[src/rtl/fetch_pkg.sv]
// fetch_pkg
//   Shared types and constants for the instruction fetch responder.
//   - fetch_state_e : request FSM states (IDLE, WAIT, DROP)
//   - fetch_entry_t : one buffered fetch result {pc, instr} at the default
//                     32-bit width
//   - NOP_INSTR     : instruction shown to decode when nothing is valid
//                     (addi x0, x0, 0)
package fetch_pkg;

  localparam int FETCH_XLEN = 32;

  localparam logic [31:0] NOP_INSTR = 32'h00000013;

  typedef enum logic [1:0] {
    IDLE = 2'd0,  // free to issue the next fetch
    WAIT = 2'd1,  // one fetch outstanding, its response will be kept
    DROP = 2'd2   // one fetch outstanding, its response will be discarded
  } fetch_state_e;

  typedef struct packed {
    logic [FETCH_XLEN-1:0] pc;
    logic [FETCH_XLEN-1:0] instr;
  } fetch_entry_t;

endpackage

[src/rtl/fetch_fifo.sv]
// fetch_fifo
//   Small synchronous FIFO holding fetched {pc, instr} entries.
//   Ports:
//     i_clk    clock, rising edge
//     i_reset  asynchronous active-high reset (empties the FIFO)
//     i_push   write i_din at the tail (ignored when full unless popping)
//     i_pop    drop the head entry (ignored when empty)
//     i_flush  empty the FIFO at the edge; wins over push and pop
//     i_din    entry to write
//     o_head   current head entry (meaningful when o_count != 0)
//     o_count  number of stored entries, 0..DEPTH
//   DEPTH must be a power of two (pointers wrap naturally) and at least 2.
module fetch_fifo #(
  parameter int DEPTH = 4,
  parameter int WIDTH = 64
) (
  input  logic                       i_clk,
  input  logic                       i_reset,
  input  logic                       i_push,
  input  logic                       i_pop,
  input  logic                       i_flush,
  input  logic [WIDTH-1:0]           i_din,
  output logic [WIDTH-1:0]           o_head,
  output logic [$clog2(DEPTH):0]     o_count
);

  localparam int AW = $clog2(DEPTH);
  localparam int CW = AW + 1;

  logic [WIDTH-1:0] mem [DEPTH];
  logic [AW-1:0]    wr_ptr_reg;
  logic [AW-1:0]    rd_ptr_reg;
  logic [CW-1:0]    count_reg;
  logic             full;
  logic             empty;
  logic             wr_en;
  logic             rd_en;

  assign full  = (count_reg == CW'(DEPTH));
  assign empty = (count_reg == '0);

  // A simultaneous pop frees a slot, so a push into a full FIFO is still
  // accepted in that case.
  assign wr_en = i_push && !i_flush && (!full || i_pop);
  assign rd_en = i_pop && !i_flush && !empty;

  // Storage carries no reset: only entries below count_reg are ever read.
  always_ff @(posedge i_clk) begin
    if (wr_en) begin
      mem[wr_ptr_reg] <= i_din;
    end
  end

  always_ff @(posedge i_clk or posedge i_reset) begin
    if (i_reset) begin
      wr_ptr_reg <= '0;
      rd_ptr_reg <= '0;
      count_reg  <= '0;
    end else if (i_flush) begin
      wr_ptr_reg <= '0;
      rd_ptr_reg <= '0;
      count_reg  <= '0;
    end else begin
      if (wr_en) begin
        wr_ptr_reg <= wr_ptr_reg + AW'(1);
      end
      if (rd_en) begin
        rd_ptr_reg <= rd_ptr_reg + AW'(1);
      end
      case ({wr_en, rd_en})
        2'b10:   count_reg <= count_reg + CW'(1);
        2'b01:   count_reg <= count_reg - CW'(1);
        default: count_reg <= count_reg;
      endcase
    end
  end

  assign o_head  = mem[rd_ptr_reg];
  assign o_count = count_reg;

endmodule

[src/rtl/inst_fetch_responder.sv]
// inst_fetch_responder
//   Fetch stage glue between the PC register, instruction memory and decode.
//   Issues one word fetch at a time, buffers responses with their PC in a
//   small FIFO and hands them to decode over valid/ready.
//   Ports:
//     i_clk          clock, rising edge
//     i_reset        asynchronous active-high reset
//     i_pc           current PC
//     i_redirect     branch/jump taken this cycle
//     o_pc_en        PC load enable (1 = advance/load, 0 = hold)
//     o_mem_req      one-cycle fetch request strobe
//     o_mem_addr     word-aligned fetch address
//     i_mem_ack      fetch response valid
//     i_mem_rdata    fetched instruction word
//     o_inst_valid   instruction available to decode
//     o_inst         instruction (NOP when not valid)
//     o_inst_pc      PC of o_inst (0 when not valid)
//     i_dec_ready    decode accepts o_inst
//   Build option:
//     FETCH_BYPASS_EN  when defined, a response arriving while the FIFO is
//                      empty is shown to decode in the same cycle as the ack
//                      and skips the FIFO if decode takes it immediately.
module inst_fetch_responder
  import fetch_pkg::*;
#(
  parameter int DEPTH = 4,
  parameter int XLEN  = 32
) (
  input  logic            i_clk,
  input  logic            i_reset,
  input  logic [XLEN-1:0] i_pc,
  input  logic            i_redirect,
  output logic            o_pc_en,
  output logic            o_mem_req,
  output logic [XLEN-1:0] o_mem_addr,
  input  logic            i_mem_ack,
  input  logic [XLEN-1:0] i_mem_rdata,
  output logic            o_inst_valid,
  output logic [XLEN-1:0] o_inst,
  output logic [XLEN-1:0] o_inst_pc,
  input  logic            i_dec_ready
);

  localparam int CW = $clog2(DEPTH) + 1;
  localparam int EW = 2 * XLEN;

  fetch_state_e      state_reg;
  fetch_state_e      state_next;
  logic [XLEN-1:0]   req_pc_reg;

  logic              issue;
  logic              pc_en;
  logic              fifo_push;
  logic              fifo_pop;
  logic              fifo_flush;
  logic [EW-1:0]     fifo_din;
  logic [EW-1:0]     fifo_head;
  logic [CW-1:0]     fifo_count;
  logic              fifo_nonempty;
  logic              bypass_valid;
  logic [EW-1:0]     out_entry;

  // --------------------------------------------------------------------
  // State and request-PC registers
  // --------------------------------------------------------------------
  always_ff @(posedge i_clk or posedge i_reset) begin
    if (i_reset) begin
      state_reg  <= IDLE;
      req_pc_reg <= '0;
    end else begin
      state_reg <= state_next;
      if (issue) begin
        req_pc_reg <= i_pc;
      end
    end
  end

  assign fifo_nonempty = (fifo_count != '0);

`ifdef FETCH_BYPASS_EN
  // Response can go straight to decode when nothing is queued ahead of it.
  assign bypass_valid = !i_reset && !i_redirect && (state_reg == WAIT) &&
                        i_mem_ack && !fifo_nonempty;
`else
  assign bypass_valid = 1'b0;
`endif

  // --------------------------------------------------------------------
  // Next state, issue and FIFO control
  // --------------------------------------------------------------------
  always_comb begin
    state_next = state_reg;
    issue      = 1'b0;
    pc_en      = 1'b0;
    fifo_push  = 1'b0;
    fifo_flush = 1'b0;
    // Outputs stay quiet while reset is held, not just after the edge.
    if (!i_reset) begin
      if (i_redirect) begin
        // Let the target load, drop everything buffered, and arrange for
        // any in-flight response to be thrown away.
        pc_en      = 1'b1;
        fifo_flush = 1'b1;
        case (state_reg)
          WAIT:    state_next = i_mem_ack ? IDLE : DROP;
          default: state_next = state_reg;
        endcase
      end else begin
        case (state_reg)
          IDLE: begin
            // Only issue when the response is guaranteed a FIFO slot.
            if (fifo_count < CW'(DEPTH)) begin
              issue      = 1'b1;
              pc_en      = 1'b1;
              state_next = WAIT;
            end
          end
          WAIT: begin
            if (i_mem_ack) begin
              // A bypassed response taken by decode never enters the FIFO.
              fifo_push  = !(bypass_valid && i_dec_ready);
              state_next = IDLE;
            end
          end
          DROP: begin
            if (i_mem_ack) begin
              state_next = IDLE;
            end
          end
          default: state_next = IDLE;
        endcase
      end
    end
  end

  // Redirect suppresses the pop: the head is being flushed anyway and decode
  // must not see it.
  assign fifo_pop = !i_reset && !i_redirect && fifo_nonempty && i_dec_ready;
  assign fifo_din = {req_pc_reg, i_mem_rdata};

  fetch_fifo #(
    .DEPTH (DEPTH),
    .WIDTH (EW)
  ) u_fifo (
    .i_clk   (i_clk),
    .i_reset (i_reset),
    .i_push  (fifo_push),
    .i_pop   (fifo_pop),
    .i_flush (fifo_flush),
    .i_din   (fifo_din),
    .o_head  (fifo_head),
    .o_count (fifo_count)
  );

  // --------------------------------------------------------------------
  // Outputs
  // --------------------------------------------------------------------
  assign o_pc_en    = pc_en;
  assign o_mem_req  = issue;
  assign o_mem_addr = issue ? {i_pc[XLEN-1:2], 2'b00} : '0;

  assign o_inst_valid = !i_reset && !i_redirect && (fifo_nonempty || bypass_valid);

  // Bypass only happens with an empty FIFO, so the two sources never compete.
  assign out_entry = bypass_valid ? fifo_din : fifo_head;

  assign o_inst    = o_inst_valid ? out_entry[XLEN-1:0]    : XLEN'(NOP_INSTR);
  assign o_inst_pc = o_inst_valid ? out_entry[EW-1:XLEN]   : '0;

endmodule

[config.mk]
export PLATFORM = sky130hd
export DESIGN_NAME = inst_fetch_responder
export DESIGN_NICKNAME = d
export VERILOG_FILES = /design/src/rtl/fetch_pkg.sv /design/src/rtl/fetch_fifo.sv /design/src/rtl/inst_fetch_responder.sv
export SDC_FILE = /design/constraint.sdc
export NUM_CORES = 1
export LEC_CHECK = 0
export ABC_AREA = 1
export BUFFER_PORTS_ARGS = -buffer_cell sky130_fd_sc_hd__buf_2
export CORE_MARGIN = 4
export CORE_UTILIZATION = 30
export CTS_CLUSTER_DIAMETER = 60
export DETAILED_ROUTE_END_ITERATION = 16
export GPL_TIMING_DRIVEN = 1
export PLACE_DENSITY = 0.56
export SYNTH_ARGS = -nofsm -noshare
export SYNTH_HDL_FRONTEND = slang
export SYNTH_SLANG_ARGS = --single-unit
[constraint.sdc]
create_clock -name i_clk -period 4.8 [get_ports i_clk]
set_clock_uncertainty 0.15 [all_clocks]
set_input_delay 0.72 -clock i_clk [delete_from_list [all_inputs] [get_ports i_clk]]
set_output_delay 0.72 -clock i_clk [all_outputs]
set_load 0.03 [all_outputs]
[Yosys cells after proc, flatten, opt, wreduce, memory -nomap -nowiden]
Memories as Yosys holds them, arrays and structs flattened.
Cells that the tools add are included.
Storage, ports and cells
  output and inout bits: 99
  bits in registers: 41
  memories kept: 1
  bits in writable memories: 256
  word-level logic and storage cells: 70
  input bits: 69
Cells by class
  bitwise gates (word level): 1
  multiplexer cells: 29
  add/sub/neg operators: 4
  magnitude comparators: 1
  reduce and logical (&&, ||, !) cells: 21
  equal/unequal tests: 8
Memory list
  u_fifo.mem: depth 4, bits a word 64, read ports 1, clocked after memory_dff 0, write ports 1, line fetch_fifo.sv:30  | logic [WIDTH-1:0] mem [DEPTH];
Operators by type and width (number)
  two-way mux 32 bit: 3
  two-way mux 2 bit: 9
  two-way mux 1 bit: 14
  logical AND 1 bit: 7
  case mux 3 bit (2 select lines): 1
  nonzero test 3 bit: 2
  zero test 1 bit: 5
  adder 2 x 1 -> 2 bit, second input constant: 2
  == test 2 x 1 -> 1 bit, second input constant: 2
  == test 2 bit, second input constant: 2
  case mux 2 bit (2 select lines): 1
  AND reduction 4 bit: 1
  nonzero test 2 bit: 2
  adder 3 x 1 -> 3 bit, second input constant: 1
  == test 3 bit, second input constant: 1
  zero test 3 bit: 1
  < comparator 3 bit, second input constant: 1
  two-way mux 3 bit: 1
  inequality test 3 x 1 -> 1 bit, second input constant: 1
  inequality test 3 bit, second input constant: 1
  subtractor 3 x 1 -> 3 bit, second input constant: 1
  zero test 2 bit: 1
  inequality test 2 x 1 -> 1 bit, second input constant: 1
  OR reduction 2 bit: 1
  other kinds (2): 2

[Longest topological paths before layout]
  depth after elaboration: 9
  depth in mapped cells: 10
  mapped depth without buffers: 10

[Modules after synthesis]
A second synthesis with hierarchy kept.
Unflattened totals
  cell total of the unflattened synthesis: 1029
  area, all modules: 12213.0 µm²
By module, submodules not included
  fetch_fifo: area an instance 10005.8 µm², times used 1, sequential area each 7862.5 µm², cells each 686
  inst_fetch_responder: area an instance 2207.1 µm², times used 1, sequential area each 850.8 µm², cells each 343

[Worst setup path before layout]
OpenSTA, ideal clock, no wires.
  path type: input-to-reg
  start point: in i_reset
  end point: mem u_fifo.mem[0][0] (enable)
  arrival: 3.956 ns
  required time: 4.163 ns
  cell stages on the path: 5
  library setup time: 0.487 ns
  path buffers: 0
  path slack: 0.207 ns
  cells stage by stage: nor2_4 inv_2 nor2_1 nand2_1 nor2_1
On the way
  word-level cells in the longest chain between the ends: 8
  elaborated cells on any way between the ends: 12
  those cells by class: 4 x mux; 8 x reduce/logical
RTL lines
  start, declared: line inst_fetch_responder.sv:30  | input logic i_reset,
  zero test 1 bit (no source line)
  logical AND 1 bit (3 in a row): line inst_fetch_responder.sv:138  | assign fifo_pop = !i_reset && !i_redirect && fifo_nonempty && i_dec_ready;
  logical OR 1 bit: line fetch_fifo.sv:44  | assign wr_en = i_push && !i_flush && (!full || i_pop);
  logical AND 1 bit (*): line fetch_fifo.sv:44
  two-way mux 1 bit (*): line fetch_fifo.sv:49  | if (wr_en) begin
  two-way mux 1 bit (not written as such) (*): line fetch_fifo.sv:50  | mem[wr_ptr_reg] <= i_din;
  end, declared: line fetch_fifo.sv:30
Every way passes the cells marked *; elsewhere a longest branch is shown, timed or not.

[Final worst setup path]
  start point: reg state_reg[0]
  end point: out o_mem_addr[12]
On the way
  word-level cells in the longest chain between the ends: 5
RTL lines
  start, declared: line inst_fetch_responder.sv:47  | fetch_state_e state_reg;
  start signal, assigned: line inst_fetch_responder.sv:71  | state_reg <= state_next;
  zero test 2 bit: line inst_fetch_responder.sv:109  | case (state_reg)
  two-way mux 1 bit: line inst_fetch_responder.sv:109
  two-way mux 1 bit: line inst_fetch_responder.sv:99  | if (i_redirect) begin
  two-way mux 1 bit: line inst_fetch_responder.sv:98  | if (!i_reset) begin
  two-way mux 32 bit: line inst_fetch_responder.sv:160  | assign o_mem_addr = issue ? {i_pc[XLEN-1:2], 2'b00} : '0;
  end, declared: line inst_fetch_responder.sv:35  | output logic [XLEN-1:0] o_mem_addr,
Every way passes these cells.

==> impl_metrics.env <==
export IMPL_status="finished, final reports clean"
export IMPL_hpwl_um=16200
export IMPL_ys_types=28
export IMPL_vias_per_cell=4.53
export IMPL_insertion_delay_ns=0.52
export IMPL_fin_crit_ns=3.56
export IMPL_post_cts_setup_buffer_count=0
export IMPL_ys_top_cells_by_count="nor2_1 (295), edfxtp_1 (256), o21ai_0 (128), a21oi_1 (63), nand2_1 (54)"
export IMPL_max_vdd_ir_drop_v=0.000253
export IMPL_largest_reg_flops=256
export IMPL_grt_max_degree=72
export IMPL_finalSetupViolCount=0
export IMPL_cts_sinks=297
export IMPL_syn_to_final_growth_pct=21.2
export IMPL_antenna_found_initial=0
export IMPL_cts_buffers=36
export IMPL_crit_end="o_mem_addr[12]"
export IMPL_cts_resized_gates=0
export IMPL_r2r_end="u_fifo.mem[3][63]$_DFFE_PP_"
export IMPL_htreeDepth=2
export IMPL_total_leakage_power_nw=5.58
export IMPL_synthFlopType="edfxtp_1"
export IMPL_ant_nets=0
export IMPL_power_mw=7.05
export IMPL_path_clk_slew_ns=0.05
export IMPL_synth_seq_cells=297
export IMPL_fin_cells=1706
export IMPL_slew_viol_final=0
export IMPL_cts_max_path_buffers=3
export IMPL_core_um2=38900
export IMPL_min_path_type="in -> async"
export IMPL_num_rows=72
export IMPL_hold_viol_final=0
export IMPL_synth_cell_area_um2=11900
export IMPL_fin_setup_tns_ns=0
export IMPL_worst_endpoint_arrival_ns=2.69
export IMPL_synth_top_area_cell="edfxtp_1"
export IMPL_die_y_um=207
export IMPL_root_buffer="clkbuf_16"
export IMPL_synth_area_top_cells="edfxtp_1 (65%), nor2_1 (9.3%), dfrtp_1 (8.6%)"
export IMPL_synth_most_common_cell="nor2_1"
export IMPL_power_density_nw_per_um2=490
export IMPL_dp_slack_ns=1.52
export IMPL_start_util_pct=30.5
export IMPL_holdBufCountCts=0
export IMPL_r2r_start="state_reg[1]$_DFFE_PP0P_"
export IMPL_synth_top_area_share_pct=64.8
export IMPL_async_flop_share_pct=13.8
export IMPL_dp_cells=1646
export IMPL_track_usage_pct=13.1
export IMPL_fin_hold_ws_ns=0.268
export IMPL_fin_nets=1242
export IMPL_tritoncts="built"
export IMPL_place_area_um2=13300
export IMPL_tightest_slew_ns=0.981
export IMPL_diodes=0
export IMPL_vias=7729
export IMPL_yosys_warnings=0
export IMPL_fin_area_um2=14400
export IMPL_fin_crit_sh_pct=74.2
export IMPL_grt_pass1_vias=7471
export IMPL_synth_area_per_cell_um2=11.8
export IMPL_synth_edf_count=256
export IMPL_drc_errors=0
export IMPL_wl_per_cell_um=16.9
export IMPL_maxCapViolCount=0
export IMPL_fmax_ghz=0.281
export IMPL_fin_ws_ns=1.24
export IMPL_syn_inst=1008
export IMPL_rr_worst_depth=7
export IMPL_ios=168
export IMPL_wl_um=28800
export IMPL_fin_util_pct=37.0
export IMPL_critPathKind="reg -> out"
export IMPL_drt_iter0_drc=434
export IMPL_dr_pass1_iters=4
export IMPL_dieArea_um2=42800
export IMPL_routabilityCongestion=0.706
export IMPL_start_kind="flop"
export IMPL_rrSetupSlack_ns=2.05
export IMPL_critical_path_peak_fanout=57
export IMPL_drive_gt1_share_pct=20.8
export IMPL_relSlewSlack_pct=34.6
export IMPL_crit_required_ns=3.93
export IMPL_io_buffer_count=165
export IMPL_rsz0062_at_grt="no"
export IMPL_ys_seq_area_share_pct=73.4
export IMPL_die_w_um=207
export IMPL_grt_ovfl_total=0
export IMPL_crit_start="state_reg[0]$_DFFE_PP0P_"
export IMPL_end_kind="primary output"
export IMPL_grt_pass1_wl_um=43300
worst min-delay path by stage:
stage | start | end | slack, ns | depth (start not counted)
floorplan | state_reg[1]$_DFFE_PP0P_ | state_reg[1]$_DFFE_PP0P_ | 0.30 | 2
global placement | state_reg[1]$_DFFE_PP0P_ | state_reg[1]$_DFFE_PP0P_ | 0.33 | 2
detailed placement | state_reg[1]$_DFFE_PP0P_ | state_reg[1]$_DFFE_PP0P_ | 0.33 | 2
CTS | i_mem_rdata[26] | u_fifo.mem[0][26]$_DFFE_PP_ | 0.24 | 1
global route | i_mem_rdata[9] | u_fifo.mem[3][9]$_DFFE_PP_ | 0.25 | 1
finish | i_reset | u_fifo.o_count[0]$_DFFE_PP0P_ | 0.27 | 3
kinds of logic (layout without fill, tap and decap cells):
kind of cell | Yosys count | after routing | synth area share (%)
AOI/OAI and AO/OA | 228 | 228 | 9.78
adders and majority gates | 7 | 7 | 0.801
other | 1 | 2 | 0.0316
and+or+nand+nor | 364 | 364 | 11.9
buffers and inverters | 109 | 288 | 3.94
DFF | 297 | 297 | 73.4
xor gates and xnor gates | 2 | 2 | 0.148
worst max-delay path: stages, from the launching register on:
cell,delay [ns]
dfrtp_1,0.37
inv_1,0.05
ha_1,0.20
nand2_1,0.15
nor2_4,0.07
inv_2,0.69
buf_4,0.37
nor2_1,0.06
buf_2,0.17
where the power goes:
part | switching (mW) | internal, mW | total [mW] | leakage [nW]
clock | 1.00 | 1.52 | 2.52 | 0.543
combinational | 0.868 | 0.335 | 1.20 | 2.21
sequential | 0.194 | 3.14 | 3.33 | 2.83
total | 2.07 | 4.99 | 7.05 | 5.58
cell type report:
type	instances	area [um^2]
sequential	297	8720
timing repair buffer	179	1010
tap	518	648
multi-input combinational	603	2730
fill	3835	24500
inverter	49	186
clock buffer	48	997
clock inverter	12	105
cell usage in the layout (no fill, tap or decap), drive strengths merged, types with 2 or more instances in the layout:
| master | netlist | layout |
|---|---|---|
| conb | 1 | 2 |
| ha | 6 | 6 |
| clkbuf | 19 | 48 |
| o21ai | 159 | 159 |
| a21oi | 64 | 64 |
| clkinv | 0 | 6 |
| nand4 | 4 | 4 |
| nand2 | 54 | 54 |
| edfxtp | 256 | 256 |
| o311ai | 3 | 3 |
| nand3 | 8 | 8 |
| dfrtp | 41 | 41 |
| buf | 41 | 179 |
| nor2 | 297 | 297 |
| inv | 49 | 54 |
routing by layer:
metal | share of wire (%) | track usage, % | wire [um]
met1 | 44 | 17.2 | 12600
met2 | 49 | 22.2 | 14100
met3 | 5.2 | 2.67 | 1500
met4 | 2.1 | 3.82 | 612
met5 | 0 | 0 | 0
No activity file was read; power rests on OpenSTA's default activity.
